==> src/rtl/rect_render.sv <==
// rect_render: scans a clipped, bordered rectangle onto a VGA plot interface with backpressure.
// Optional interior grid lines are enabled with `define RECT_RENDER_GRID_EN (parameter GRID_PITCH).
module rect_render #(
   parameter int SCREEN_W = 160,
   parameter int SCREEN_H = 120,
   parameter int XW = 8,
   parameter int YW = 7,
   parameter int CW = 3
`ifdef RECT_RENDER_GRID_EN
   ,parameter int GRID_PITCH = 6
`endif
) (
   input  logic          clk,
   input  logic          rst,
   input  logic          start,
   input  logic [1:0]    mode,
   input  logic [XW-1:0] rect_x0,
   input  logic [YW-1:0] rect_y0,
   input  logic [XW-1:0] rect_x1,
   input  logic [YW-1:0] rect_y1,
   input  logic [3:0]    border,
   input  logic [CW-1:0] fg_colour,
   input  logic [CW-1:0] in_colour,
   input  logic [CW-1:0] bg_colour,
   input  logic          vga_ready,
   output logic          waitrequest,
   output logic          vga_plot,
   output logic [XW-1:0] vga_x,
   output logic [YW-1:0] vga_y,
   output logic [CW-1:0] vga_colour,
   output logic          done
);
   typedef enum logic [1:0] {IDLE, SCAN, DONE} state_t;
   localparam logic [XW-1:0] XMAX = XW'(SCREEN_W - 1);
   localparam logic [YW-1:0] YMAX = YW'(SCREEN_H - 1);
   state_t        r_state;
   logic [1:0]    r_mode;
   logic [XW-1:0] r_x0, r_x1, r_x;
   logic [YW-1:0] r_y0, r_y1, r_y;
   logic [3:0]    r_b;
   logic [CW-1:0] r_fg, r_in, r_bg;
   logic [XW-1:0] w_x1c, w_xs, w_xe, w_xn;
   logic [YW-1:0] w_y1c, w_ys, w_ye, w_yn;
   logic [XW:0]   w_bx, w_ilx;
   logic [YW:0]   w_by, w_ily;
   logic          w_in, w_int, w_grid, w_skip, w_adv, w_last_x, w_last;
   assign w_x1c = (rect_x1 > XMAX) ? XMAX : rect_x1;
   assign w_y1c = (rect_y1 > YMAX) ? YMAX : rect_y1;
   // Widened bounds so x0+b and x+b never wrap.
   assign w_bx  = (XW+1)'(r_b);
   assign w_by  = (YW+1)'(r_b);
   assign w_ilx = {1'b0, r_x0} + w_bx;
   assign w_ily = {1'b0, r_y0} + w_by;
   assign w_in  = r_x >= r_x0 && r_x <= r_x1 && r_y >= r_y0 && r_y <= r_y1;
   assign w_int = {1'b0, r_x} >= w_ilx && {1'b0, r_x} + w_bx <= {1'b0, r_x1} &&
                  {1'b0, r_y} >= w_ily && {1'b0, r_y} + w_by <= {1'b0, r_y1};
   assign w_xs  = r_mode[0] ? r_x0 : '0;
   assign w_xe  = r_mode[0] ? r_x1 : XMAX;
   assign w_ys  = r_mode[0] ? r_y0 : '0;
   assign w_ye  = r_mode[0] ? r_y1 : YMAX;
   assign w_last_x = r_x == w_xe;
   assign w_last   = w_last_x && r_y == w_ye;
   assign w_xn  = w_last_x ? w_xs : r_x + XW'(1);
   assign w_yn  = r_y + YW'(1);
   assign w_skip = r_mode == 2'b11 && w_int && !w_grid;
   assign w_adv  = r_state == SCAN && (w_skip || vga_ready);
   assign waitrequest = r_state != IDLE;
   assign vga_plot    = r_state == SCAN && !w_skip;
   assign done        = r_state == DONE;
   assign vga_x       = r_x;
   assign vga_y       = r_y;
   assign vga_colour  = (r_mode == 2'b10 || !w_in) ? r_bg : (w_int && !w_grid) ? r_in : r_fg;
`ifdef RECT_RENDER_GRID_EN
   localparam logic [3:0] GLAST = 4'(GRID_PITCH - 1);
   logic [3:0] r_gx, r_gy;
   assign w_grid = w_int && (r_gx == GLAST || r_gy == GLAST);
   // Offsets from the interior corner, restarted whenever the scan reaches x0+b / y0+b.
   always_ff @(posedge clk or posedge rst)
      if (rst) begin
         r_gx <= '0;
         r_gy <= '0;
      end else if (r_state == IDLE) begin
         r_gx <= '0;
         r_gy <= '0;
      end else if (w_adv) begin
         r_gx <= ({1'b0, w_xn} == w_ilx || r_gx == GLAST) ? '0 : r_gx + 4'd1;
         if (w_last_x) r_gy <= ({1'b0, w_yn} == w_ily || r_gy == GLAST) ? '0 : r_gy + 4'd1;
      end
`else
   assign w_grid = 1'b0;
`endif
   always_ff @(posedge clk or posedge rst)
      if (rst) begin
         r_state <= IDLE;
         r_mode  <= '0;
         r_x0    <= '0;
         r_x1    <= '0;
         r_y0    <= '0;
         r_y1    <= '0;
         r_x     <= '0;
         r_y     <= '0;
         r_b     <= '0;
         r_fg    <= '0;
         r_in    <= '0;
         r_bg    <= '0;
      end else
         case (r_state)
            IDLE: if (start) begin
               r_mode  <= mode;
               r_x0    <= rect_x0;
               r_y0    <= rect_y0;
               r_x1    <= w_x1c;
               r_y1    <= w_y1c;
               r_b     <= border;
               r_fg    <= fg_colour;
               r_in    <= in_colour;
               r_bg    <= bg_colour;
               r_x     <= mode[0] ? rect_x0 : '0;
               r_y     <= mode[0] ? rect_y0 : '0;
               r_state <= (mode[0] && (rect_x0 > w_x1c || rect_y0 > w_y1c)) ? DONE : SCAN;
            end
            SCAN: if (w_adv) begin
               r_x     <= w_xn;
               r_y     <= w_last_x ? w_yn : r_y;
               r_state <= w_last ? DONE : SCAN;
            end
            default: r_state <= IDLE;
         endcase
endmodule

==> config.mk <==
export PLATFORM = sky130hd
export DESIGN_NAME = rect_render
export DESIGN_NICKNAME = d
export VERILOG_FILES = /design/src/rtl/rect_render.sv
export SDC_FILE = /design/constraint.sdc
export NUM_CORES = 1
export LEC_CHECK = 0
export BUFFER_PORTS_ARGS = -buffer_cell sky130_fd_sc_hd__buf_2
export CAP_MARGIN = 10
export CORE_MARGIN = 1.5
export CORE_UTILIZATION = 60
export CTS_BUF_LIST = sky130_fd_sc_hd__clkbuf_4 sky130_fd_sc_hd__clkbuf_8 sky130_fd_sc_hd__clkbuf_16
export DETAILED_ROUTE_END_ITERATION = 6
export PLACE_DENSITY = 0.94
export SKIP_CTS_REPAIR_TIMING = 1
export SYNTH_ARGS = -nofsm -noshare
export SYNTH_HDL_FRONTEND = slang
export SYNTH_SLANG_ARGS = --single-unit
==> constraint.sdc <==
create_clock -name clk -period 4.65 [get_ports clk]
set_input_delay 0.465 -clock clk [delete_from_list [all_inputs] [get_ports clk]]
set_output_delay 0.465 -clock clk [all_outputs]
set_load 0.01 [all_outputs]
* After elaboration in Yosys (flattened, before gate mapping)
Cells that the tools add are included.
** Storage, ports and cells
- Bits in registers :: 62
- Bits of input ports :: 49
- Output and inout port bits :: 21
- Word-level logic and storage cells :: 84
** Cells by class
- Add/sub/neg operators :: 6
- Magnitude comparators :: 12
- Equal/unequal tests :: 9
- Mux-type cells :: 22
- Reduce and logical (&&, ||, !) cells :: 23
** Operator list (count)
- two-way mux 8 bit :: 7
- two-way mux 7 bit :: 6
- adder 8 x 4 -> 9 bit :: 2
- adder 7 x 4 -> 8 bit :: 2
- one-hot mux 8 bit (2 select lines) :: 1
- one-hot mux 7 bit (2 select lines) :: 1
- logical AND 1 bit :: 11
- greater-or-equal comparator 8 x 9 -> 1 bit :: 1
- <= comparator 9 x 8 -> 1 bit :: 1
- adder 8 x 1 -> 8 bit, second input constant :: 1
- equality test 8 bit :: 1
- greater-or-equal comparator 7 x 8 -> 1 bit :: 1
- greater-or-equal comparator 8 bit :: 1
- greater-than comparator 8 bit :: 1
- greater-than comparator 8 bit, second input constant :: 1
- <= comparator 8 x 7 -> 1 bit :: 1
- <= comparator 8 bit :: 1
- two-way mux 2 bit :: 4
- adder 7 x 1 -> 7 bit, second input constant :: 1
- equality test 7 bit :: 1
- greater-or-equal comparator 7 bit :: 1
- greater-than comparator 7 bit :: 1
- greater-than comparator 7 bit, second input constant :: 1
- <= comparator 7 bit :: 1
- 12 further kinds :: 22

* Logic depth before layout (Yosys ltp)
Gate-level depths: netlist of run 1.
- Depth after elaboration :: 10
- Gate-level depth with buffers :: 17
- Gate-level depth less buffers :: 16

* Worst setup path after synthesis of run 1
No wires, ideal clock.
- Kind :: register to output
- Start point :: register r_x[0], in the netlist vga_x[0]
- End point :: output vga_colour[0]
- Arrival :: 3.571 ns
- Data required time :: 4.185 ns
- Setup slack :: 0.614 ns
- Stages on the path, launching flop included :: 15
- Path buffers :: 0
- Cells stage by stage :: dfrtp_1 > ha_1 > inv_1 > fa_1 > nand2b_1 > a21oi_1 > xor2_1 > ha_1 > and4_1 > a221o_1 > a221o_1 > a22oi_1 > nand3_1 > mux2_2 > mux2_2
** Between the ends
- Cells in the longest elaborated chain, start to end :: 7
- Elaborated cells on any way between the ends :: 15
- Those cells by class :: 1 x add/sub; 4 x order compare; 2 x mux; 8 x reduce/logical
** RTL lines
- start, declared :: RTL line 38 : logic [XW-1:0] r_x0, r_x1, r_x;
- start signal, assigned :: RTL line 118 : r_x <= mode[0] ? rect_x0 : '0;
- start signal, assigned :: RTL line 123 : r_x <= w_xn;
- adder 8 x 4 -> 9 bit, or another cell as far along :: RTL line 55 : assign w_int = {1'b0, r_x} >= w_ilx && {1'b0, r_x} + w_bx <= {1'b0, r_x1} &&
- <= comparator 9 x 8 -> 1 bit / logical AND 1 bit (equally long branches) :: RTL line 55, 54
- logical AND 1 bit, on equally long branches (2 in series) :: RTL line 55, 54
- logical AND 1 bit / zero test 1 bit (equally long branches) :: RTL line 56, 72
- two-way mux 3 bit / logical OR 1 bit (equally long branches) :: RTL line 72 : assign vga_colour = (r_mode == 2'b10 || !w_in) ? r_bg : (w_int && !w_grid) ? r_in : r_fg;
- two-way mux 3 bit * :: RTL line 72
- end, declared :: RTL line 30 : output logic [CW-1:0] vga_colour,
Mark *: on every way between the ends. The rest lies on a longest branch, timed or not.

* Final worst setup path of run 1
- Start point :: register r_b[0]
- End point :: output vga_colour[0]
** Between the ends
- Cells in the longest elaborated chain, start to end :: 7
- Elaborated cells on any way between the ends :: 13
- Those cells by class :: 4 x add/sub; 4 x order compare; 2 x mux; 3 x reduce/logical
** RTL lines
- start, declared :: RTL line 40 : logic [3:0] r_b;
- start signal, assigned :: RTL line 114 : r_b <= border;
- adder 8 x 4 -> 9 bit, on equally long branches :: RTL line 52, 55
- greater-or-equal comparator 8 x 9 -> 1 bit / <= comparator 9 x 8 -> 1 bit (equally long branches) :: RTL line 55
- logical AND 1 bit (2 in series) :: RTL line 55
- logical AND 1 bit * :: RTL line 56 : {1'b0, r_y} >= w_ily && {1'b0, r_y} + w_by <= {1'b0, r_y1};
- two-way mux 3 bit * (2 in series) :: RTL line 72
Marks and branches as above.

==> run metrics, run 1 <==
CTS HTree Levels 3; CP Capture Type primary output; Fillers 611; routability cong. 1.02; I/O pin cnt 70; Top delay family on crit path adder cells; Synth Area per Inst 8.46 µm²; simple-gate share of the synthesized area 18.8%; CP arrival 4.16 ns; Slowest-stage cell, CP a2111oi_0; critical path type flop to primary output; Slew Limit Fails 0; Worst VDD drop 0.000505 V; Register Area 1560 µm²; All-Layer GR Usage 35.9%; TritonRoute pass-1 iters 5; fin util 70.6%; XOR/XNOR Fraction of Synth Area 5.39%; relative slew slack 37.3%; mux share of post-synthesis cell area 3.16%; WP data required 4.18 ns; vias per inst 6.68; Yosys top cell area share 26.5%; cell taking the most area after synthesis dfrtp_1; Final Hold Fails 0; core area 9330 µm²; crit-path max FO 5; vias in the first global route 5,895; dpl ws 0.189 ns; post-route cell area 6590 µm²; Die X 102 µm; Clock Pin Slew Worst Setup and Hold Paths 0.07 ns; cell chain of the critical path ha_1 > inv_1 > fa_1 > nor2b_1 > o21ai_0 > nand2b_1 > nand3_1 > xnor2_1 > ha_1 > a2111oi_0 > a221oi_2 > buf_4 > nand3_2 > mux2_2 > mux2_2 > buf_2; Multi-input gate area 4060 µm²; Tot Pwr 0.00547 W; # port buffers 69; Final period util 99.4%; Buf+Inv Stages, Crit Path 3; status completed; Syn Nets 838; largest net degree at the start of global routing 63; leak pwr 3.17 nW; Adder-Cell Fraction of Synth Area 21.2%; max cap viols 0; Compound-Gate Fraction of Synth Area 19.6%; Hold WC Path Type input pin to flop; first-pass GRT wire length 28.5 mm; DRT iter0 DRCs 716; CP startpoint kind flop; clock sinks 62; # diodes 0; clk_skew 0.00997 ns; final setup vio count 0; overflow left after global routing 0; Std-Cell Rows 35; Slew @ Worst Pin 0.940 ns; pwr dens 831 nW/µm²; DIE AREA 10,400 µm²; final WL 18.3 mm; slowest stage delay, CP 0.55 ns; PnR worst setup slack 0.0276 ns; Antenna Nets Post-Route 0; Root Driver clkbuf_8; area of placed instances 6350 µm²; clk buf depth 2; later-pin clock latency in the skew report 0.35 ns; via count 5,955; sequential fraction of the synthesis area 26.5%; initial antenna violation count 0; f_max 216 MHz; Post-synth top flop dfrtp_1; Area Growth Syn to Fin 12.6%; top cells by area, synth dfrtp_1 27%, ha_1 20%, nand2_1 6.1%, o21ai_0 5.3%, xnor2_1 3.3%; Cell variety after synth 62; number of synthesized flops with an enable pin 0; Synth Warn # 0; Final min period 4.62 ns; Mapped Area 5850 µm²; post-synthesis cell count 692; routed len/inst 20.5 µm; Num CTS Buffers 9; Residual DRC 0; main combinational cell family by area after synthesis adder cells; flop and latch count out of synthesis 62; Die Y 102 µm; FFs w/ async S/R, synth 100%; initial core utilization 62.7%; layout cells sized above 1 17.8%; DP Wirelength 13.2 mm; CTS tree built; Post-layout nets 904
-- logic make-up after synthesis --
logic type               after synthesis
flip-flops                            62
AND/OR/NAND/NOR                      229
buffers and inverters                 80
adder cells (fa/ha/maj)               97
AO/OA/AOI/OAI                        171
multiplexers                          17
XOR/XNOR                              36
-- cells in the mapped netlist (all sizes together), types with 5 or more instances --
cell type and n:
nand2 95, ha 93, dfrtp 62, o21ai 62, inv 51, nor2 38
a21oi 27, nand3 26, clkbuf 25, xnor2 22, a21o 14, xor2 14
nor2b 13, mux2 12, o31ai 11, a31oi 8, and3 7, nand2b 7
nand4 7, nor3 7, a32oi 6, mux2i 5, nand4b 5
-- path summary, 6_finish.rpt --
kind	start	endpoint	slack, ns	cells after the start
min in group asynchronous	rst	r_mode[0]	0.35	3
min	fg_colour[2]	r_fg[2]	0.30	3
min reg2reg	r_fg[1]	r_fg[1]	0.48	2
max in group asynchronous	rst	r_b[1]	3.72	3
max reg2reg	r_b[1]	vga_x[0]	0.31	15
max	r_b[0]	vga_colour[0]	0.03	16
-- where the power goes --
part	internal, W	switching, W
registers	0.000800	0.000437
clock network	0.000193	0.000229
logic	0.00163	0.00218
total	0.00263	0.00285
-- through the flow --
stage	TNS (ns)	hold slack, ns	std cells
after floorplan	0	0.440	692
after global placement	0	0.457	875
after detailed placement	0	0.465	875
after CTS	-0.629	0.305	890
after global routing	-0.0585	0.311	891
final	0	0.304	891
-- per-layer routing --
layer	share of wire, %	global-route usage (%)
met1	37	46.0
met2	46	56.1
met3	12	8.70
met4	5.6	18.9
met5	0	0
-- cell type report --
type                            instances  area share [%]
Clock buffer                           10            1.99
Inverter                               51            2.91
Multi-Input combinational cell        550            61.7
Sequential cell                        62            23.6
Tap cell                              129            2.45
Clock inverter                          5           0.418
Timing Repair Buffer                   84            6.95
-- worst reg2reg max path: stages, from the launching register on --
cell and delay, ns:
dfrtp_2 0.43, inv_1 0.15, fa_2 0.40, nand2b_1 0.16
a21oi_2 0.19, xor2_1 0.17, ha_1 0.27, and4_4 0.17
a221o_1 0.35, a221o_1 0.39, buf_4 0.16, a221oi_2 0.36
a31oi_4 0.21, a21oi_4 0.40, buf_4 0.24, o221a_1 0.20
-- flip-flops by register name (all words and copies together), names as in the netlist, 4 cells and up --
signal,flops
r_x1,8
r_y1,7
vga_y,7
r_y0,7
r_x0,8
r_b,4
vga_x,8
-- layout by cell type (no fill, tap or decap), drive strengths merged, types with 10 or more instances in the layout --
cell type,count
nor2,38
a21oi,27
xor2,14
nor2b,13
inv,51
o31ai,11
nand3,26
dfrtp,62
mux2,12
xnor2,22
buf,84
nand2,95
clkbuf,10
ha,93
a21o,14
o21ai,62
(Power assumes the default switching activity.)
==> run 2, diff against run 1 <==
clock period = 5.1 ns   (was 4.65 ns; I/O delays follow)
==> run metrics, run 2 (synthesis gave the netlist of run 1 again) <==
# diodes 0; commonest non-fill, non-tap cell in the layout nand2_1; layout cells sized above 1 16.0%; Residual DRC 0; unrepaired setup endpoints after global routing false; setup TNS 0 ns; Antenna Nets Post-Route 0; Die Y 102 µm; pwr dens 748 nW/µm²; initial core utilization 62.7%; Flop pwr share 23.3%; routability cong. 0.949; switch share 51.7%; Slew @ Worst Pin 0.935 ns; R2R Path Start vga_x[0]; vias per inst 6.62; CP startpoint kind flop; routed len/inst 19.9 µm; DIE AREA 10,400 µm²; status completed; I/O pin cnt 70; later-pin clock latency in the skew report 0.36 ns; Net Sw Power 0.00253 W; internal power 0.00236 W; Slew Limit Fails 0; CTS HTree Levels 3; Std-Cell Rows 35; hold_sp bg_colour[2]; CTS tree built; clk_skew 0.0122 ns; Worst R2R End vga_x[1]; TritonRoute pass-1 iters 5; DP Wirelength 13.1 mm; Die X 102 µm; Root Driver clkbuf_8; DRT met1 WL 6.71 mm; r2r worst-path depth 14; via count 5,869; crit-path max FO 9; most frequent cells in the layout 95 x nand2_1, 93 x ha_1, 69 x buf_2; Area Growth Syn to Fin 11.7%; Final period util 97.2%; met2 wire len 8.07 mm; largest net degree at the start of global routing 63; CP arrival 4.45 ns; vias in the first global route 5,790; slack of the worst reg-to-reg path 0.53 ns; area of placed instances 6320 µm²; clock network fraction of total power 9.6%; f_max 202 MHz; CP Capture Type primary output; WP data required 4.59 ns; clock sinks 62; critical path type flop to primary output; DRT iter0 DRCs 683; final setup vio count 0; All-Layer GR Usage 35.5%; first-pass GRT wire length 28.2 mm; fin util 70.1%; Worst VDD drop 0.000573 V; max cap viols 0; leak pwr 3.15 nW; Highest Signal Layer met4; post-route cell area 6540 µm²; Comb pwr share 67.1%; Num CTS Buffers 9; met3 wirelength from detailed routing 1.99 mm; initial antenna violation count 0; relative slew slack 37.7%; CP Launch Point vga_x[0]; Final Hold Fails 0; final WL 17.7 mm; Hold WC Path Type input pin to flop; # port buffers 69; core area 9330 µm²; clk buf depth 2; overflow left after global routing 0; Critical Path Sink vga_colour[1]; Clock Pin Slew Worst Setup and Hold Paths 0.08 ns; Post-layout nets 898; hold slack 0.340 ns; Final min period 4.96 ns
## run 2: changes by cell type in the layout (fill, tap and decap cells not counted), sizes merged
cell,previous run,this run
clkinv,4,1
clkinvlp,1,3
buf,84,78
bufinv,0,1
inv,51,52
## run 2: critical path, cell delays in order, from the launching register on
cell	delay, ns
dfrtp_2	0.48
ha_1	0.22
inv_1	0.07
fa_1	0.42
nand2b_1	0.16
a21oi_1	0.24
xor2_1	0.20
ha_1	0.28
and4_1	0.19
a221o_1	0.35
a221o_1	0.37
a22oi_1	0.21
nand3_1	0.19
mux2_2	0.33
mux2_2	0.25
buf_2	0.14
## run 2: per-layer routing
metal	global-route usage, %	vias to the layer above
li1	-	2599
met1	44.7	2747
met2	56.2	426
met3	8.56	97
met4	19.9	0
met5	0	-
## run 2: final cells by class
type	instances	area, µm²
inverter	51	191
timing repair buffer	78	413
sequential	62	1550
clock inverter	6	70.1
fill	636	2790
clock buffer	10	138
multi-input combinational	550	4010
tap	129	161
## run 2: worst min path at each step
stage,end,slack [ns],cells after the start
floorplan,r_bg[0],0.44,2
global placement,r_bg[0],0.45,2
detailed placement,r_bg[0],0.46,2
CTS,r_bg[2],0.34,3
global route,r_bg[2],0.34,3
finish,r_bg[2],0.34,3
## run 2: through the flow
step | std cells | setup WS [ns] | power [W]
floorplan | 692 | 1.02 | 0.00328
global route | 886 | 0.00516 | 0.00523
detailed placement | 870 | 0.485 | 0.00423
global placement | 870 | 0.619 | 0.00395
finish | 886 | 0.145 | 0.00489
CTS | 886 | 0.0426 | 0.00473
## run 2: power groups by stage
stage / clock [W] / sequential (W) / combinational [W]
floorplan: 0 / 0.000979 / 0.00230
global placement: 0 / 0.00110 / 0.00285
detailed placement: 0 / 0.00112 / 0.00311
CTS: 0.000465 / 0.00111 / 0.00316
global route: 0.000486 / 0.00116 / 0.00358
finish: 0.000470 / 0.00114 / 0.00328
==> run 3, diff against run 2 <==
--- a/config.mk
+++ b/config.mk
@@ -9,8 +9,8 @@
 export CAP_MARGIN = 10
 export CORE_MARGIN = 1.5
-export CORE_UTILIZATION = 60
+export CORE_UTILIZATION = 45
 export CTS_BUF_LIST = sky130_fd_sc_hd__clkbuf_4 sky130_fd_sc_hd__clkbuf_8 sky130_fd_sc_hd__clkbuf_16
 export DETAILED_ROUTE_END_ITERATION = 6
-export PLACE_DENSITY = 0.94
+export PLACE_DENSITY = 0.76
 export SKIP_CTS_REPAIR_TIMING = 1
 export SYNTH_ARGS = -nofsm -noshare
==> constraint.sdc (replaced) <==
create_clock -name clk -period 5.1 [get_ports clk]
set_input_delay 1.02 -clock clk [delete_from_list [all_inputs] [get_ports clk]]
set_output_delay 1.02 -clock clk [all_outputs]
set_load 0.01 [all_outputs]
==> run metrics, run 3 (synthesis gave the netlist of run 1 again) <==
status completed; Post-layout nets 910; Die X 117 µm; routability cong. 0.880; r2r worst-path depth 14; clk buf depth 2; layout cells sized above 1 18.6%; most frequent cells in the layout 95 x nand2_1, 92 x ha_1, 67 x buf_2; first-pass GRT wire length 26.9 mm; slack of the worst reg-to-reg path 0.79 ns; Worst VDD drop 0.000367 V; via count 5,477; Root Driver clkbuf_16; CTS HTree Levels 3; CTS tree built; CP arrival 4.01 ns; most numerous cell on the critical path a221o_1; WHS Endpoint r_bg[2]; routed len/inst 18.0 µm; clk_skew 0.00673 ns; # diodes 0; vias in the first global route 5,117; Multi-input gate area 4110 µm²; largest net degree at the start of global routing 35; pwr dens 757 nW/µm²; commonest non-fill, non-tap cell in the layout nand2_1; overflow left after global routing 0; DP Wirelength 12.5 mm; DRT iter0 DRCs 426; Num CTS Buffers 9; Register Area 1550 µm²; All-Layer GR Usage 25.7%; CP startpoint kind flop; CP Capture Type primary output; clock sinks 62; cell chain of the critical path ha_4 > inv_2 > fa_2 > nand2b_4 > a21oi_4 > xor2_1 > ha_1 > and4_1 > a221o_1 > a221o_1 > a22oi_2 > nand3_4 > mux2_4 > mux2_2 > buf_6; R2R Path Start r_b[0]; core area 12,700 µm²; leak pwr 3.30 nW; Slew Limit Fails 0; Final period util 98.7%; worst hold path stage count 2; later-pin clock latency in the skew report 0.33 ns; Area Growth Syn to Fin 17.8%; Finished Layout Cells 940; WP data required 4.08 ns; Clock Pin Slew Worst Setup and Hold Paths 0.06 ns; DIE AREA 13,700 µm²; Antenna Nets Post-Route 0; Worst R2R End vga_x[7]; Die Y 117 µm; TritonRoute pass-1 iters 5; initial core utilization 46.2%; Std-Cell Rows 41; Final min period 5.03 ns; slowest stage delay, CP 0.43 ns; Final Hold Fails 0; Slowest-stage cell, CP dfrtp_2; I/O pin cnt 70; final setup vio count 0; Placed Cells 922; vias per inst 5.83; f_max 199 MHz; crit-path max FO 5; relative slew slack 32.1%; Tot Pwr 0.00522 W; Residual DRC 0; critical path type flop to primary output; Slew @ Worst Pin 1.02 ns; Hold WC Path Type flop to flop; final WL 16.9 mm; Fillers 1,143; # port buffers 69; initial antenna violation count 0; hold_sp r_bg[2]; max cap viols 0; unrepaired setup endpoints after global routing true; area of placed instances 6440 µm²; post-route cell area 6890 µm²
## run 3: cell types whose count changed in the layout (fill, tap and decap cells not counted), moves of 3 or more
cell       change
a21oi_1        -3
clkbuf_16      +9
buf_4         +12
clkbuf_8      -10
mux2_2         -3
mux2_4         +3
## run 3: through the flow
step           hold WS [ns]  util [%]  worst slack, ns  setup TNS, ns
4_1_cts               0.477      53.3           -0.203         -0.579
6_report              0.480      54.4           0.0679              0
5_1_grt               0.517      54.4           -0.112         -0.283
3_5_place_dp          0.464      50.8            0.168              0
3_3_place_gp          0.463      50.8            0.264              0
2_1_floorplan         0.440         -            0.509              0
## run 3: how the worst max path moves through the flow
stage              from             to  slack [ns]  depth (start not counted)
2_1_floorplan  vga_x[0]  vga_colour[0]        0.51                         14
3_3_place_gp     r_b[0]  vga_colour[1]        0.26                         15
3_5_place_dp     r_b[0]  vga_colour[1]        0.17                         15
4_1_cts          r_b[0]  vga_colour[1]       -0.20                         15
5_1_grt          r_b[0]  vga_colour[2]       -0.11                         17
6_report         r_b[0]  vga_colour[2]        0.07                         15
## run 3: report_power, final
part	internal [W]	switching (W)	total [W]
clock	0.000424	0.000236	0.000660
sequential	0.000730	0.000343	0.00107
combinational	0.00154	0.00194	0.00349
total	0.00270	0.00252	0.00522
## run 3: cell type report
type | count | share of cell area (%)
multi-input combinational | 550 | 59.6
clock inverter | 6 | 1.27
clock buffer | 9 | 3.27
timing repair buffer | 90 | 7.48
sequential | 62 | 22.5
tap | 172 | 3.12
inverter | 51 | 2.78
## run 3: worst max-delay path: cells and delay by family (launching register included)
family,cells,cell delay (ns)
xor gates and xnor gates,1,0.17
and+or+nand+nor,3,0.48
DFF,1,0.43
adders and majority gates,3,0.78
buffers and inverters,2,0.16
AOI/OAI and AO/OA,4,1.07
muxes,2,0.59
## run 3: metal layers
metal	wire length (µm)	GRT usage (%)	up-vias
met2	7730	41.0	225
li1	-	-	2620
met1	7600	36.2	2605
met3	1230	4.02	27
met5	0	0	-
met4	330	7.95	0
